**config.mk**
```make
export PLATFORM = sky130hd
export DESIGN_NAME = sim_pcie_rx_tlp_gen
export DESIGN_NICKNAME = d
export VERILOG_FILES = /design/src/rtl/sim_pcie_tlp_pkg.sv /design/src/rtl/sim_pcie_tlp_hdr_build.sv /design/src/rtl/sim_pcie_rx_tlp_gen.sv
export SDC_FILE = /design/constraint.sdc
export NUM_CORES = 1
export LEC_CHECK = 0
export CAP_MARGIN = 20
export CELL_PAD_IN_SITES_DETAIL_PLACEMENT = 1
export CELL_PAD_IN_SITES_GLOBAL_PLACEMENT = 1
export CORE_ASPECT_RATIO = 1.25
export CORE_UTILIZATION = 35
export DETAILED_ROUTE_END_ITERATION = 10
export HOLD_SLACK_MARGIN = 0.1
export PLACE_DENSITY_LB_ADDON = 0.1
export SLEW_MARGIN = 20
export SYNTH_ARGS = -nofsm -noshare
export SYNTH_HDL_FRONTEND = slang
export SYNTH_SLANG_ARGS = --single-unit
```
**constraint.sdc**
```tcl
create_clock -name sys_clk_p -period 11.6 [get_ports sys_clk_p]
set_input_delay 1.16 -clock sys_clk_p [delete_from_list [all_inputs] [get_ports sys_clk_p]]
set_output_delay 1.16 -clock sys_clk_p [all_outputs]
set_load 0.02 [all_outputs]
```
**src/rtl/sim_pcie_tlp_pkg.sv**
```systemverilog
// Shared TLP encodings, command and FSM types for the simulated host-side TLP generator
// and the TX checker that will be built on the same header builder.
package sim_pcie_tlp_pkg;

    localparam logic [1:0] FMT_3DW_NODATA = 2'b00;
    localparam logic [1:0] FMT_3DW_DATA   = 2'b10;
    localparam logic [4:0] TYPE_MEM       = 5'b00000;
    localparam logic [4:0] TYPE_CPL       = 5'b01010;

    typedef enum logic [1:0] {
        CMD_MWR  = 2'd0,
        CMD_MRD  = 2'd1,
        CMD_CPLD = 2'd2,
        CMD_RSVD = 2'd3
    } cmd_type_e;

    typedef enum logic [2:0] {
        ST_IDLE,
        ST_NP_WAIT,
        ST_HDR0,
        ST_HDR1,
        ST_HDR2,
        ST_DATA,
        ST_GAP
    } tlp_state_e;

    typedef struct packed {
        cmd_type_e   ctype;
        logic [31:0] addr;
        logic [9:0]  len;
        logic [7:0]  tag;
        logic [31:0] seed;
    } tlp_cmd_t;

    // A length field of zero encodes the maximum of 1024 DW.
    function automatic logic [10:0] dw_count(input logic [9:0] len);
        return (len == 10'd0) ? 11'd1024 : {1'b0, len};
    endfunction

endpackage

```
**src/rtl/sim_pcie_tlp_hdr_build.sv**
```systemverilog
// Combinational builder of the three 3DW header DWs for MWr32, MRd32 and CplD.
module sim_pcie_tlp_hdr_build
    import sim_pcie_tlp_pkg::*;
#(
    parameter logic [15:0] REQ_ID = 16'h0000,
    parameter logic [15:0] CPL_ID = 16'h5552
) (
    input  cmd_type_e   cmd_type,
    input  logic [31:0] cmd_addr,
    input  logic [9:0]  cmd_len,
    input  logic [7:0]  cmd_tag,
    output logic [31:0] dw0,
    output logic [31:0] dw1,
    output logic [31:0] dw2
);

    logic [1:0]  fmt;
    logic [4:0]  typ;
    logic [11:0] byte_count;

    // {len, 2'b00} is exactly 12 bits, so len=0 naturally yields 0 (4096 bytes).
    assign byte_count = {cmd_len, 2'b00};

    always_comb begin
        fmt = FMT_3DW_DATA;
        typ = TYPE_MEM;
        dw1 = '0;
        dw2 = '0;
        case (cmd_type)
            CMD_MRD: begin
                fmt = FMT_3DW_NODATA;
                typ = TYPE_MEM;
            end
            CMD_CPLD: begin
                fmt = FMT_3DW_DATA;
                typ = TYPE_CPL;
            end
            default: begin
                fmt = FMT_3DW_DATA;
                typ = TYPE_MEM;
            end
        endcase

        dw0 = {1'b0, fmt, typ, 1'b0, 3'b000, 4'b0000, 1'b0, 1'b0, 2'b00, 2'b00, cmd_len};

        if (cmd_type == CMD_CPLD) begin
            dw1 = {CPL_ID, 3'b000, 1'b0, byte_count};
            dw2 = {REQ_ID, cmd_tag, 1'b0, cmd_addr[6:0]};
        end else begin
            dw1 = {REQ_ID, cmd_tag, (cmd_len == 10'd1) ? 4'h0 : 4'hF, 4'hF};
            dw2 = {cmd_addr[31:2], 2'b00};
        end
    end

endmodule

```
**src/rtl/sim_pcie_rx_tlp_gen.sv**
```systemverilog
// Simulation host model: turns single-cycle commands into 32-bit AXI-stream TLPs
// on the core's RX port, with incrementing payloads and a fixed inter-packet gap.
module sim_pcie_rx_tlp_gen
    import sim_pcie_tlp_pkg::*;
#(
    parameter logic [15:0] REQ_ID     = 16'h0000,
    parameter logic [15:0] CPL_ID     = 16'h5552,
    parameter int unsigned GAP_CYCLES = 2,
    parameter logic [6:0]  BAR_HIT    = 7'h01
) (
    input  logic        sys_clk_p,
    input  logic        sys_reset,
    input  logic        i_cmd_stb,
    output logic        o_cmd_rdy,
    input  logic [1:0]  i_cmd_type,
    input  logic [31:0] i_cmd_addr,
    input  logic [9:0]  i_cmd_len,
    input  logic [7:0]  i_cmd_tag,
    input  logic [31:0] i_cmd_seed,
    input  logic        rx_np_ok,
    output logic [31:0] m_axis_rx_tdata,
    output logic [3:0]  m_axis_rx_tkeep,
    output logic        m_axis_rx_tlast,
    output logic        m_axis_rx_tvalid,
    input  logic        m_axis_rx_tready,
    output logic [6:0]  o_bar_hit,
    output logic        o_busy,
    output logic [15:0] o_pkt_count,
    output logic        o_err_cmd
);

    localparam logic [15:0] GAP_LAST = 16'(GAP_CYCLES - 1);

    tlp_state_e  state, state_nxt;
    tlp_cmd_t    cmd;
    logic [10:0] dcnt;
    logic [31:0] pay;
    logic [15:0] gcnt;
    logic [31:0] hdr0, hdr1, hdr2;
    logic [10:0] n_dw;
    logic        accept, beat, last_data, is_mrd;
    tlp_state_e  done_state;

    sim_pcie_tlp_hdr_build #(
        .REQ_ID (REQ_ID),
        .CPL_ID (CPL_ID)
    ) u_hdr (
        .cmd_type (cmd.ctype),
        .cmd_addr (cmd.addr),
        .cmd_len  (cmd.len),
        .cmd_tag  (cmd.tag),
        .dw0      (hdr0),
        .dw1      (hdr1),
        .dw2      (hdr2)
    );

    assign n_dw       = dw_count(cmd.len);
    assign is_mrd     = (cmd.ctype == CMD_MRD);
    assign last_data  = (dcnt == n_dw);
    assign accept     = i_cmd_stb && o_cmd_rdy;
    assign beat       = m_axis_rx_tvalid && m_axis_rx_tready;
    assign done_state = (GAP_CYCLES > 0) ? ST_GAP : ST_IDLE;

    assign o_cmd_rdy       = (state == ST_IDLE);
    assign o_busy          = (state != ST_IDLE);
    assign o_bar_hit       = BAR_HIT;
    assign m_axis_rx_tkeep = 4'hF;

    // Outputs decode straight from registered state, so they hold during stalls
    // and drop in the same timestep as an asynchronous reset.
    always_comb begin
        m_axis_rx_tvalid = 1'b0;
        m_axis_rx_tlast  = 1'b0;
        m_axis_rx_tdata  = '0;
        case (state)
            ST_HDR0: begin
                m_axis_rx_tvalid = 1'b1;
                m_axis_rx_tdata  = hdr0;
            end
            ST_HDR1: begin
                m_axis_rx_tvalid = 1'b1;
                m_axis_rx_tdata  = hdr1;
            end
            ST_HDR2: begin
                m_axis_rx_tvalid = 1'b1;
                m_axis_rx_tdata  = hdr2;
                m_axis_rx_tlast  = is_mrd;
            end
            ST_DATA: begin
                m_axis_rx_tvalid = 1'b1;
                m_axis_rx_tdata  = pay;
                m_axis_rx_tlast  = last_data;
            end
            default: ;
        endcase
    end

    always_comb begin
        state_nxt = state;
        case (state)
            ST_IDLE: begin
                // An MRd skips NP_WAIT when the core already has non-posted credit.
                if (accept && (i_cmd_type != CMD_RSVD)) begin
                    if ((i_cmd_type == CMD_MRD) && !rx_np_ok) state_nxt = ST_NP_WAIT;
                    else                                      state_nxt = ST_HDR0;
                end
            end
            ST_NP_WAIT: if (rx_np_ok) state_nxt = ST_HDR0;
            ST_HDR0:    if (beat) state_nxt = ST_HDR1;
            ST_HDR1:    if (beat) state_nxt = ST_HDR2;
            ST_HDR2:    if (beat) state_nxt = is_mrd ? done_state : ST_DATA;
            ST_DATA:    if (beat && last_data) state_nxt = done_state;
            ST_GAP:     if (gcnt == GAP_LAST) state_nxt = ST_IDLE;
            default:    state_nxt = ST_IDLE;
        endcase
    end

    always_ff @(posedge sys_clk_p or posedge sys_reset) begin
        if (sys_reset) begin
            state       <= ST_IDLE;
            cmd         <= '0;
            dcnt        <= '0;
            pay         <= '0;
            gcnt        <= '0;
            o_pkt_count <= '0;
            o_err_cmd   <= 1'b0;
        end else begin
            state     <= state_nxt;
            o_err_cmd <= accept && (i_cmd_type == CMD_RSVD);
            if (accept) begin
                cmd.ctype <= cmd_type_e'(i_cmd_type);
                cmd.addr  <= i_cmd_addr;
                cmd.len   <= i_cmd_len;
                cmd.tag   <= i_cmd_tag;
                cmd.seed  <= i_cmd_seed;
            end
            if (beat && (state == ST_HDR2)) begin
                dcnt <= 11'd1;
                pay  <= cmd.seed;
            end else if (beat && (state == ST_DATA)) begin
                dcnt <= dcnt + 11'd1;
                pay  <= pay + 32'd1;
            end
            gcnt <= (state == ST_GAP) ? gcnt + 16'd1 : 16'd0;
            if (beat && m_axis_rx_tlast) o_pkt_count <= o_pkt_count + 16'd1;
        end
    end

endmodule
```
Word level (Yosys, flattened, before mapping). Index checks and enable logic that the tools add are counted.

Add/subtract/negate cells: 4. Equal/unequal tests: 21. Multiplexer cells: 24. Reduce and logical (&&, ||, !) cells: 16.

Operators with widths (number): 32-bit case mux with 4 select lines (1); 32-bit 2-to-1 mux (3); 11-bit 2-to-1 mux (3); 16-bit by 1-bit adder with 16-bit output, second input constant (2); 32-bit by 1-bit adder with 32-bit output, second input constant (1); 31-bit 2-to-1 mux (1); 3-bit 2-to-1 mux (7); 3-bit case mux with 7 select lines (1); 16-bit by 1-bit equality test with 1-bit output, second input constant (1); 16-bit 2-to-1 mux (1); 2-bit != test, second input constant (7); 11-bit by 1-bit adder with 11-bit output, second input constant (1); 11-bit equality test (1); 10-bit by 1-bit equality test with 1-bit output, second input constant (1); 10-bit zero test (1); 3-bit equality test, second input constant (3); 1-bit logical AND (9); 4-bit 2-to-1 mux (2); 7-bit AND reduction (1); 3-bit by 2-bit equality test with 1-bit output, second input constant (2); 2-bit 2-to-1 mux (3); 2-bit by 1-bit equality test with 1-bit output, second input constant (2); 2-bit equality test, second input constant (2); 4-bit OR reduction (1); other kinds (8) (8).

Register bits: 163. Word-level logic and storage cells: 76.

Depth between registers and ports, before layout.
Depth in word-level cells: 7. Depth in mapped cells: 8.

Cells and area by module. A second synthesis with hierarchy kept.

Cell total of the unflattened synthesis: 892. Area, all modules: 9155.0 µm².

Modules (own cells, without submodules): sim_pcie_rx_tlp_gen (instances 1, cells each 784, area an instance 8316.7 µm²); sim_pcie_tlp_hdr_build (instances 1, cells each 108, area an instance 838.3 µm²).

Least setup slack after synthesis. No wires, ideal clock.

Path type: register to output. Start: register cmd[43] (netlist name). End: output m_axis_rx_tlast. Arrival time: 1.868 ns. Required time: 10.440 ns. Path slack: 8.572 ns. Stages on the path, launching flop included: 7. Buffers on the path: 0. Cells stage by stage: dfrtp_1 or4_4 nor4_4 mux2i_1 nor2_1 a21oi_1 nor2_1.

Word-level cells in the longest chain between the ends: 4.

Ends and longest elaborated chain: start, declared (line sim_pcie_rx_tlp_gen.sv:35) `tlp_cmd_t cmd;`; 10-bit zero test (line sim_pcie_tlp_pkg.sv:37) `return (len == 10'd0) ? 11'd1024 : {1'b0, len};`; 11-bit 2-to-1 mux * (line sim_pcie_tlp_pkg.sv:37); 11-bit equality test * (line sim_pcie_rx_tlp_gen.sv:59) `assign last_data = (dcnt == n_dw);`; 1-bit case mux with 2 select lines * (line sim_pcie_rx_tlp_gen.sv:75) `case (state)`; end, declared (line sim_pcie_rx_tlp_gen.sv:23) `output logic m_axis_rx_tlast,`.

Mark *: on every way between the ends. The rest lies on a longest branch, timed or not.

Worst setup path in the final report.
Start: register state[2]. End: output m_axis_rx_tdata[15].

Word-level cells in the longest chain between the ends: 2. Elaborated cells between the ends (all ways): 5.

Ends and longest elaborated chain: start, declared (line sim_pcie_rx_tlp_gen.sv:34) `tlp_state_e state, state_nxt;`; start signal, assigned (line sim_pcie_rx_tlp_gen.sv:128) `state <= state_nxt;`; 3-bit equality test / 3-bit by 2-bit equality test with 1-bit output (equally long branches) (line sim_pcie_rx_tlp_gen.sv:75); 32-bit case mux with 4 select lines * (line sim_pcie_rx_tlp_gen.sv:75); end, declared (line sim_pcie_rx_tlp_gen.sv:21) `output logic [31:0] m_axis_rx_tdata,`.

Marked as above.

==> results by group <==
Synth
  – Area leader, netlist: dfrtp_1
  – Share of the synthesized area in the top cell type: around half
  – Most used DFF post-synth: dfrtp_1
  – Library cell with the highest instance count after synthesis: dfrtp_1
  – Most frequent cells after synthesis: dfrtp_1, mux2_2, a21oi_1, nor2_1, o21ai_0
  – Synthesis-stage register bit count: 163
  – Average footprint of a synthesized cell: around 10 um2
  – Count of cell types in the netlist: 55
  – Cell area after technology mapping: 0.00831 mm2
  – Number of warning messages in the yosys log: 0
  – Top post-synthesis cells by area: dfrtp_1, mux2_2, a21oi_1
  – Share of flip-flops with an asynchronous set or reset: 100%
  – Number of instances in the synthesized netlist: about 830
  – Sequential cell area fraction in the yosys report: about half
  – Number of synthesized flops with an enable pin: 0

CTS
  – Clock latency on the worst-skew pair: 430 ps
  – Cts repair resizes: 0
  – Setup Buffers After CTS: 0
  – Maximum level of the CTS H-tree: 4
  – Buffer levels on the longest clock path: 2
  – Clock transition at the registers of the reported paths: 60 ps
  – Clock tree sinks: 163
  – Number of buffers added to fix hold violations after cts: 0
  – Clock root buffer: clkbuf_16
  – Number of buffers added by the clock tree synthesis step: 17
  – CTS tree: done

STA
  – Final hold viol count: 0
  – Setup Skew: 8.98 ps
  – Fin Setup TNS: 0 ps
  – Worst slew margin relative to its limit: a little under a third
  – Final setup violation count: 0
  – F_max: 218 MHz
  – Tmin final: 4590 ps
  – WHS: 472 ps
  – Setup repair after global routing missed its margin: false
  – Pin slew with the least headroom to its limit: between 1000 and 1500 ps
  – Share of the clock period used by the worst path: 39.6%
  – Number of pins exceeding their max-slew limit in the final report: 0

Setup path
  – Worst reg-to-reg setup slack: 8280 ps
  – Reg2reg start: state[0]$_DFFE_PP0P_
  – Required time at the worst-slack endpoint: 10440 ps
  – CP startpoint kind: register
  – Capture point of the worst reg-to-reg path: cmd[67]$_DFFE_PP0P_
  – Signal arrival time at the worst endpoint: 3430 ps
  – Reg2reg path depth: 5
  – Top fanout value on the critical path: 22
  – Startpoint-to-endpoint class of the critical path: reg2out
  – CP Capture Type: output port
  – Cell-by-cell trace of the critical path: nand2b_1 -> o31ai_2 -> buf_4 -> a222oi_1 -> inv_1 -> clkdlybuf4s50_1
  – Critical-path top delay cell: o31ai_2
  – Critical path startpoint: state[2]$_DFFE_PP0P_
  – Worst stage delay on the critical path: 850 ps

Final layout
  – Final #Nets: 1043
  – Fin area: ~0.011 mm2
  – Fill cell count: 2595
  – Post-Route Utilization: 45.6%
  – Ant diodes: 0
  – Layout cell share with drive strength beyond 1: 13.9%
  – Area growth from synthesis to layout: 26.8%

Drt
  – Remaining antenna violation count: 0
  – Initial DRT Pass Iterations: 5
  – Average wire per standard cell: 20.0 um
  – First-iteration detailed-routing DRC count: 355
  – Post-DR vias/cell: 5.46
  – Total Routed Length: 24900 um
  – Remaining design rule violation count: 0
  – Total via count after detailed routing: ~6800

Pwr
  – Worst vdd ir: 0.000120 V
  – LEAKAGE: around 0.0043 uW
  – Cell Pwr Density: 264 mW/mm2
  – Final total power: 2790 uW

Global route
  – Total congestion overflow after global routing: 0
  – Antenna violations before repair: 0
  – Pin count of the biggest net entering global routing: 100
  – Global-route total usage across every layer: between 20% and 30%
  – Vias in the first global route: 7085
  – Global-route wire length before repair: roughly 40000 um

Status
  – Status: completed

Min path
  – Hold Path End: o_pkt_count[15]$_DFFE_PP0P_
  – Type of the most critical hold path: reg2reg
  – Hold_sp: o_pkt_count[15]$_DFFE_PP0P_
  – Hold path depth: 1

Die
  – Core Area: around 0.023 mm2
  – Horizontal extent of the die: 140 um
  – DIE AREA: 0.0244 mm2
  – I/O pin count: 153
  – Die Y: 174 um
  – Initial core utilization: 36.0%
  – Site Rows: 62

Placement
  – Total cell area at the placement stage: 0.00991 mm2
  – HPWL after DPL: ~17000 um
  – Number of input and output port buffers inserted: approximately 140
  – Last weighted congestion value of the routability-driven placer: 0.845

Flow run
  – Max Cap Violations: 0
[per-layer routing]
metal / vias up / track usage [%] / share of wire, %
met4: 0 / 7.33 / 2.1
li1: 3209 / - / -
met2: 166 / 34.3 / 47
met5: - / 0 / 0
met3: 34 / 5.32 / 5.4
met1: 3409 / 28.1 / 45
[flip-flops by register name (all words and copies together), names as in the netlist]
register / cells
cmd: 84
dcnt: 11
gcnt: 16
o_err_cmd: 1
o_pkt_count: 16
pay: 32
state: 3
[worst max-delay path, delay by kind of cell (launching register included)]
| kind | cells | cell delay, ps |
|---|---|---|
| and+or+nand+nor | 1 | 550 |
| buffers and inverters | 3 | 930 |
| DFF | 1 | 570 |
| AOI/OAI and AO/OA | 2 | 940 |
[final cells by class]
cell class | count | area [um2] | area share (%)
inverter | 17 | 68.8 | 0.653
timing repair buffer | 149 | 1470 | 14.0
clock inverter | 12 | 178 | 1.69
clock buffer | 19 | 453 | 4.30
multi-input combinational | 601 | 3930 | 37.3
sequential | 163 | 4080 | 38.7
tap | 288 | 360 | 3.42
[layout by cell type, fill, tap and decap left out, types with 9 or more instances in the layout]
cell / synthesis / routed
dfrtp_1: 163 / 162
clkdlybuf4s50_1: 0 / 141
mux2_2: 85 / 85
a21oi_1: 77 / 77
nor2_1: 62 / 62
o21ai_0: 61 / 61
nand2_1: 60 / 60
nand3_1: 39 / 39
and3_1: 27 / 27
xor2_1: 22 / 22
nand4_1: 20 / 20
o22ai_1: 19 / 19
xnor2_1: 18 / 18
clkbuf_16: 0 / 17
inv_1: 16 / 15
conb_1: 2 / 11
mux2i_1: 9 / 9
[metrics by stage]
stage | setup slack [ps] | instances
after floorplan | 6040 | 841
after global placement | 7150 | 1218
after detailed placement | 7410 | 1218
after CTS | 6960 | 1249
after global routing | 6750 | 1249
final | 7010 | 1249
[where the power goes]
part | total (uW) | internal [uW] | switching (uW)
registers | 1050 | 792 | 253
logic | 1130 | 515 | 614
clock network | 614 | 372 | 242
total | 2790 | 1680 | 1110
[how the worst max path moves through the flow]
| stage | endpoint | slack (ps) |
|---|---|---|
| 3_3_place_gp | m_axis_rx_tdata[11] | 7150 |
| 5_1_grt | m_axis_rx_tdata[7] | 6750 |
| 4_1_cts | m_axis_rx_tdata[7] | 6960 |
| 2_1_floorplan | cmd[0]$_DFFE_PP0P_ | 6040 |
| 6_report | m_axis_rx_tdata[15] | 7010 |
| 3_5_place_dp | m_axis_rx_tdata[7] | 7410 |
[kinds of logic after synthesis]
logic type,count (synthesis),share of synthesized area (%)
multiplexers,94,12.6
XOR/XNOR,40,4.21
AO/OA/AOI/OAI,196,13.8
buffers and inverters,77,4.12
adder cells (fa/ha/maj),5,0.753
AND/OR/NAND/NOR,255,15.3
flip-flops,163,49.1
other,2,0.0903
Power figures use the tool's default switching activity.
==> RTL change 1 (same settings) <==
Reset style: synchronous (`sys_reset`), changed in one clocked block. Comments in the files are not updated.
--- a/src/rtl/sim_pcie_rx_tlp_gen.sv
+++ b/src/rtl/sim_pcie_rx_tlp_gen.sv
@@ -116,5 +116,5 @@
     end
 
-    always_ff @(posedge sys_clk_p or posedge sys_reset) begin
+    always_ff @(posedge sys_clk_p) begin
         if (sys_reset) begin
             state       <= ST_IDLE;
Check against the original RTL: differs if sys_reset is asserted again (counterexample within 4 cycles, from zero or initial values and one cycle with sys_reset high); with sys_reset held inactive, the same outputs for 4 cycles.
==> RTL change 1 against the unedited design <==
  * Cell count is 13% higher
  * Cell area is 5.6% lower
  * Synthesized area is 6.2% lower
  * Routed wire length is 5.8% higher
  * Sequential cell count stayed put
  * Highest routed layer unchanged
  * Worst setup slack better by 0.29 ns
Power is not compared: it rests on default switching activity, and its combinational part moved more than twofold at a synthesized area within 25%.
==> RTL change 1: results (changes against the unedited design) <==
----------------------------------------------------
[Run status]
  Outcome ... finished, final reports clean

[GRT]
  Maximum number of pins on one net before global-route repair ... 94 (-6.0%)
  Global-route wire length before repair ... 41,710 um (+3.5%)
  Global-route usage over all layers ... 23.59% (+2.2 points)

[Timing]
  Actual transition at the worst max-transition pin ... 1.077 ns (+0.04336 ns)

[Yosys]
  Most used standard cells in the synthesized netlist ... nand2_1, dfxtp_1, a21oi_1
  Fraction of synthesized area in multiplexers ... 0.7698% (-12 points)
  Number of instances in the synthesized netlist ... 1,019 (+22%)
  Most used DFF post-synth ... dfxtp_1

[Min path]
  Source of the worst hold timing path ... cmd[1]
  Hold depth ... 2 (+1)
  Hold worst-path end ... cmd[1]

[Placed design]
  Dpl ws ... 7.731 ns (+0.3184 ns)
  Number of cells after detailed placement ... 1,383 (+14%)
  HPWL after detailed placement ... 18,740 um (+7.5%)
  Routability congestion estimate from global placement ... 0.8380 (-0.77%)

[Layout]
  Layout filler cell count ... 2,654 (+2.3%)

[Critical path]
  Reg2reg path depth ... 8 (+3)
  Worst reg2reg path startpoint ... state[0]
  CP max FO ... 25 (+14%)
  R2R Setup Slk ... 8.13 ns (-0.15 ns)
  Crit path largest cell delay ... 0.87 ns (+0.02 ns)

[Detailed routing]
  Starting DRT DRC Count ... 347 (-2.3%)
  Final Routed Wirelength ... 26,390 um (+5.8%)
  Via-to-Cell Ratio ... 5.445 (-0.25%)

----------------------------------------------------
-- RTL change 1: changes by cell type in the layout (fill, tap and decap cells not counted), moves of 11 or more --
cell / delta
a21oi_1: +58
a22oi_1: +24
and3_1: -16
dfrtp_1: -162
dfxtp_1: +163
mux2_2: -85
nand2_1: +181
nand3_1: -15
o21ai_0: -19
o22ai_1: -12
or3_1: +11
-- RTL change 1: cells by family (layout without fill, tap and decap cells) --
family,Yosys count,after routing
and+or+nand+nor,446,446
AOI/OAI and AO/OA,269,269
DFF,163,163
buffers and inverters,89,197
xor gates and xnor gates,39,39
muxes,6,6
adders and majority gates,5,5
other,2,11
-- RTL change 1: how the worst max path moves through the flow --
stage / startpoint / end / slack (ns) / cells after the start
floorplan: state[0] / m_axis_rx_tdata[20] / 8.54 / 5
global placement: state[2] / m_axis_rx_tdata[9] / 7.54 / 6
detailed placement: state[2] / m_axis_rx_tdata[30] / 7.73 / 5
CTS: state[2] / m_axis_rx_tdata[30] / 7.26 / 5
global route: state[2] / m_axis_rx_tdata[30] / 7.10 / 5
finish: state[2] / m_axis_rx_tdata[30] / 7.30 / 5
-- RTL change 1: stage by stage --
step | power, mW | util (%)
2_1_floorplan | 0.7926 | -
3_3_place_gp | 0.8972 | 43.03
3_5_place_dp | 0.9016 | 43.05
4_1_cts | 1.502 | 45.89
5_1_grt | 1.555 | 45.89
6_report | 1.487 | 45.89
-- RTL change 1: area by class of cell --
class / instances / area, um^2 / area share, %
clock buffers: 19 / 442.9 / 4.448
clock inverters: 13 / 175.2 / 1.759
inverters: 15 / 56.30 / 0.5655
multi-input cells: 776 / 4194 / 42.12
flip-flops and latches: 163 / 3263 / 32.77
well taps: 279 / 349.1 / 3.506
repair buffers: 150 / 1476 / 14.83
-- RTL change 1: critical path: cells and delay by family (launching register included) --
kind | cells | cell delay (ns)
AO/OA/AOI/OAI | 2 | 0.40
flip-flops | 1 | 0.54
buffers and inverters | 1 | 0.66
AND/OR/NAND/NOR | 2 | 1.11
-- RTL change 1: power groups by stage --
stage | sequential, mW | clock (mW) | combinational (mW)
finish | 0.636 | 0.601 | 0.250
detailed placement | 0.649 | 0 | 0.253
floorplan | 0.630 | 0 | 0.163
global placement | 0.649 | 0 | 0.248
global route | 0.640 | 0.638 | 0.277
CTS | 0.636 | 0.612 | 0.254
-- RTL change 1: metal layers --
metal / track usage (%) / up-vias / part of all wire, %
li1: - / 3773 / -
met1: 28.23 / 3762 / 43
met2: 42.56 / 144 / 52
met3: 3.744 / 26 / 3.0
met4: 7.377 / 0 / 1.9
met5: 0 / - / 0
==> RTL change 2 (same settings) <==
Without the edit above. Encoding of `tlp_state_e`: now one-hot (7 bits for 7 states).
--- a/src/rtl/sim_pcie_tlp_pkg.sv
+++ b/src/rtl/sim_pcie_tlp_pkg.sv
@@ -15,12 +15,12 @@
     } cmd_type_e;
 
-    typedef enum logic [2:0] {
-        ST_IDLE,
-        ST_NP_WAIT,
-        ST_HDR0,
-        ST_HDR1,
-        ST_HDR2,
-        ST_DATA,
-        ST_GAP
+    typedef enum logic [6:0] {
+        ST_IDLE    = 7'b0000001,
+        ST_NP_WAIT = 7'b0000010,
+        ST_HDR0    = 7'b0000100,
+        ST_HDR1    = 7'b0001000,
+        ST_HDR2    = 7'b0010000,
+        ST_DATA    = 7'b0100000,
+        ST_GAP     = 7'b1000000
     } tlp_state_e;
 
Check against the original RTL: no difference found for any inputs over 4 cycles, from zero or initial values and one cycle with sys_reset high; so few cycles prove little.
==> RTL change 2 against the unedited design <==
  * Sequential cell count is 4 higher
  * Worst setup slack worse by 0.58 ns
  * Register-to-register slack better by 0.21 ns
  * Hold slack worse by 0.0017 ns
  * Routed wire length is 0.20% higher
  * Sequential share of layout area is 0.37 points higher
  * Global-route usage is 0.079 points lower
  * Total power is 24% lower
  * Maximum frequency is 11% lower
  * Cell count is 0.24% higher
  * Die area is 2.1% higher
  * Cell area is 1.5% higher
  * Synthesized area is 2.1% higher
  * Critical endpoint unchanged
  * Largest cell class unchanged
==> RTL change 2: results (changes against the unedited design) <==
----------------------------------------------------
[Clock tree]
  CTS Buf Count ... 17 (unchanged)
  Buffers inserted during post-CTS setup optimization ... 0 (unchanged)
  Post-CTS Resized ... 0 (unchanged)
  Sinks on Clock Net ... 167 (+2.5%)
  Clock network latency to the later pin of the worst-skew pair ... 0.43 ns (about the same)
  Clock tree buffer depth ... 2 (unchanged)
  Clock-pin slew on the worst setup and hold paths ... about 0.070 ns
  H-tree depth ... 4 (unchanged)
  Clock root cell ... clkbuf_16

[Yosys]
  Most used standard cells in the synthesized netlist ... dfrtp_1, nand2_1, nor2_1
  Number of distinct library cell variants in the gate-level netlist after synthesis ... 61 (+11%)
  Proportion of synthesized chip area in sequential cells ... 49.26% (+0.19 points)
  Number of instances in the synthesized netlist ... 789 (-5.2%)
  Warning count from the yosys run ... 0 (unchanged)
  Largest cells by area after synthesis ... dfrtp_1, mux2_1, mux2_2
  Fraction of registers with async set/reset ... 100.0% (unchanged)
  Area leader, netlist ... dfrtp_1

[Critical path]
  Arrival time of the worst setup path ... 4.01 ns (+0.58 ns)
  R2R Setup Slk ... 8.49 ns (+0.21 ns)
  Worst reg2reg path startpoint ... state[6]
  CP Capture Point ... m_axis_rx_tdata[15]
  Endpoint of the lowest-slack register-to-register path ... o_pkt_count[1]
  Crit start category ... flop
  CP max FO ... 14 (-36%)
  Reg2reg path depth ... 8 (+3)

[Min path]
  Class of the tightest hold or removal check ... reg2reg

[Placed design]
  Number of cells after detailed placement ... 1,220 (+0.16%)
  Count of buffers from port buffering ... 141 (unchanged)
  Routability congestion estimate from global placement ... 0.8485 (+0.47%)
  Dpl ws ... 6.933 ns (-0.4805 ns)
  HPWL after detailed placement ... 18,120 um (+3.9%)

[Layout]
  Number of standard cells in the final layout excluding fillers ... 1,252 (+0.24%)
  Total number of nets in the final design ... 1,008 (-3.4%)
  Top Registers ... cmd (84), pay (32)
  Fraction of final layout cells with drive strength greater than 1 ... 11.11% (-2.8 points)
  Number of antenna diodes ... 0 (unchanged)

[Power]
  Leakage power summed over all cells ... 4.472 nW (+4.4%)
  Max rail drop VDD ... 0.1105 mV (-7.7%)

[GRT]
  Maximum number of pins on one net before global-route repair ... 93 (-7.0%)
  Global-route usage over all layers ... 21.31% (-0.079 points)
  Antenna violations before repair ... 0 (unchanged)
  Global-route wire length before repair ... 40,530 um (+0.62%)
  Number of global-route vias before repair ... 7,258 (+2.4%)

[Timing]
  Final worst path period need ... 5.171 ns (+0.5807 ns)
  Worst hold-check slack ... 0.4704 ns (-0.001680 ns)
  Post-Route Skew ... 0.01171 ns (+0.002731 ns)
  Slew HR ... 31.45% (+0.98 points)

[Detailed routing]
  Detailed-routing iteration count for the pre-antenna-repair pass ... 5 (unchanged)
  Via-to-Cell Ratio ... 5.280 (-3.3%)
  ANT nets after route ... 0 (unchanged)
  Final Routed Wirelength ... 24,990 um (+0.20%)
  Starting DRT DRC Count ... 363 (+2.3%)

[Run status]
  Outcome ... finished, final reports clean

[Floorplanning]
  Placement Rows ... 63 (+1.6%)

----------------------------------------------------
[RTL change 2: cell types whose count changed in the layout (fill, tap and decap cells not counted), moves of 9 or more]
| cell | before | now |
|---|---|---|
| mux2i_1 | 9 | 0 |
| mux2_1 | 0 | 49 |
| o22ai_1 | 19 | 7 |
| a21oi_1 | 77 | 30 |
| xor2_1 | 22 | 40 |
| and3_1 | 27 | 14 |
| o21ai_0 | 61 | 41 |
| mux2_2 | 85 | 38 |
[RTL change 2: worst min-delay path by stage]
stage                         start         endpoint  cells past startpoint
finish              o_pkt_count[15]  o_pkt_count[15]                      1
global route        o_pkt_count[15]  o_pkt_count[15]                      1
CTS                 o_pkt_count[15]  o_pkt_count[15]                      1
detailed placement  o_pkt_count[15]  o_pkt_count[15]                      1
global placement    o_pkt_count[15]  o_pkt_count[15]                      1
floorplan                   cmd[10]          pay[10]                      2
[RTL change 2: cell type report]
| cell class | instances | area (um^2) |
|---|---|---|
| Fill cell | 2599 | 13030 |
| Multi-Input combinational cell | 560 | 3966 |
| Clock inverter | 14 | 156.4 |
| Tap cell | 325 | 406.6 |
| Timing Repair Buffer | 150 | 1479 |
| Inverter | 18 | 72.57 |
| Sequential cell | 167 | 4180 |
| Clock buffer | 18 | 439.2 |
[RTL change 2: kinds of logic after synthesis]
| group | share of synthesized area, % |
|---|---|
| compound gates | 10.16 |
| xor+xnor | 6.900 |
| fa+ha+maj | 0.7371 |
| buf+inv | 4.526 |
| flops | 49.26 |
| mux | 11.54 |
| other cells | 0.08849 |
| simple gates | 16.79 |
[RTL change 2: worst max-delay path: stages, from the launching register on]
cell and delay, ns:
dfrtp_1 0.45, nor3_2 0.62, nand4b_1 0.51, buf_4 0.36
o21ai_1 0.74, a222oi_1 0.17, inv_1 0.12, clkdlybuf4s50_1 0.60
[RTL change 2: power by group]
group	internal [mW]	switching, mW
Clock	0.312	0.263
Combinational	0.310	0.319
Sequential	0.759	0.162
Total	1.38	0.745
[RTL change 2: metal layers]
metal / track usage, % / wire length (um)
met4: 7.065 / 490
met2: 37.38 / 12960
met1: 26.16 / 10620
met3: 4.041 / 925
met5: 0 / 0
[RTL change 2: metrics by stage]
stage          cell area (um^2)  power, mW
3_3_place_gp              10100      1.533
4_1_cts                   10700      2.155
5_1_grt                   10700      2.249
2_1_floorplan              8521      1.336
3_5_place_dp              10100      1.566
6_report                  10700      2.126
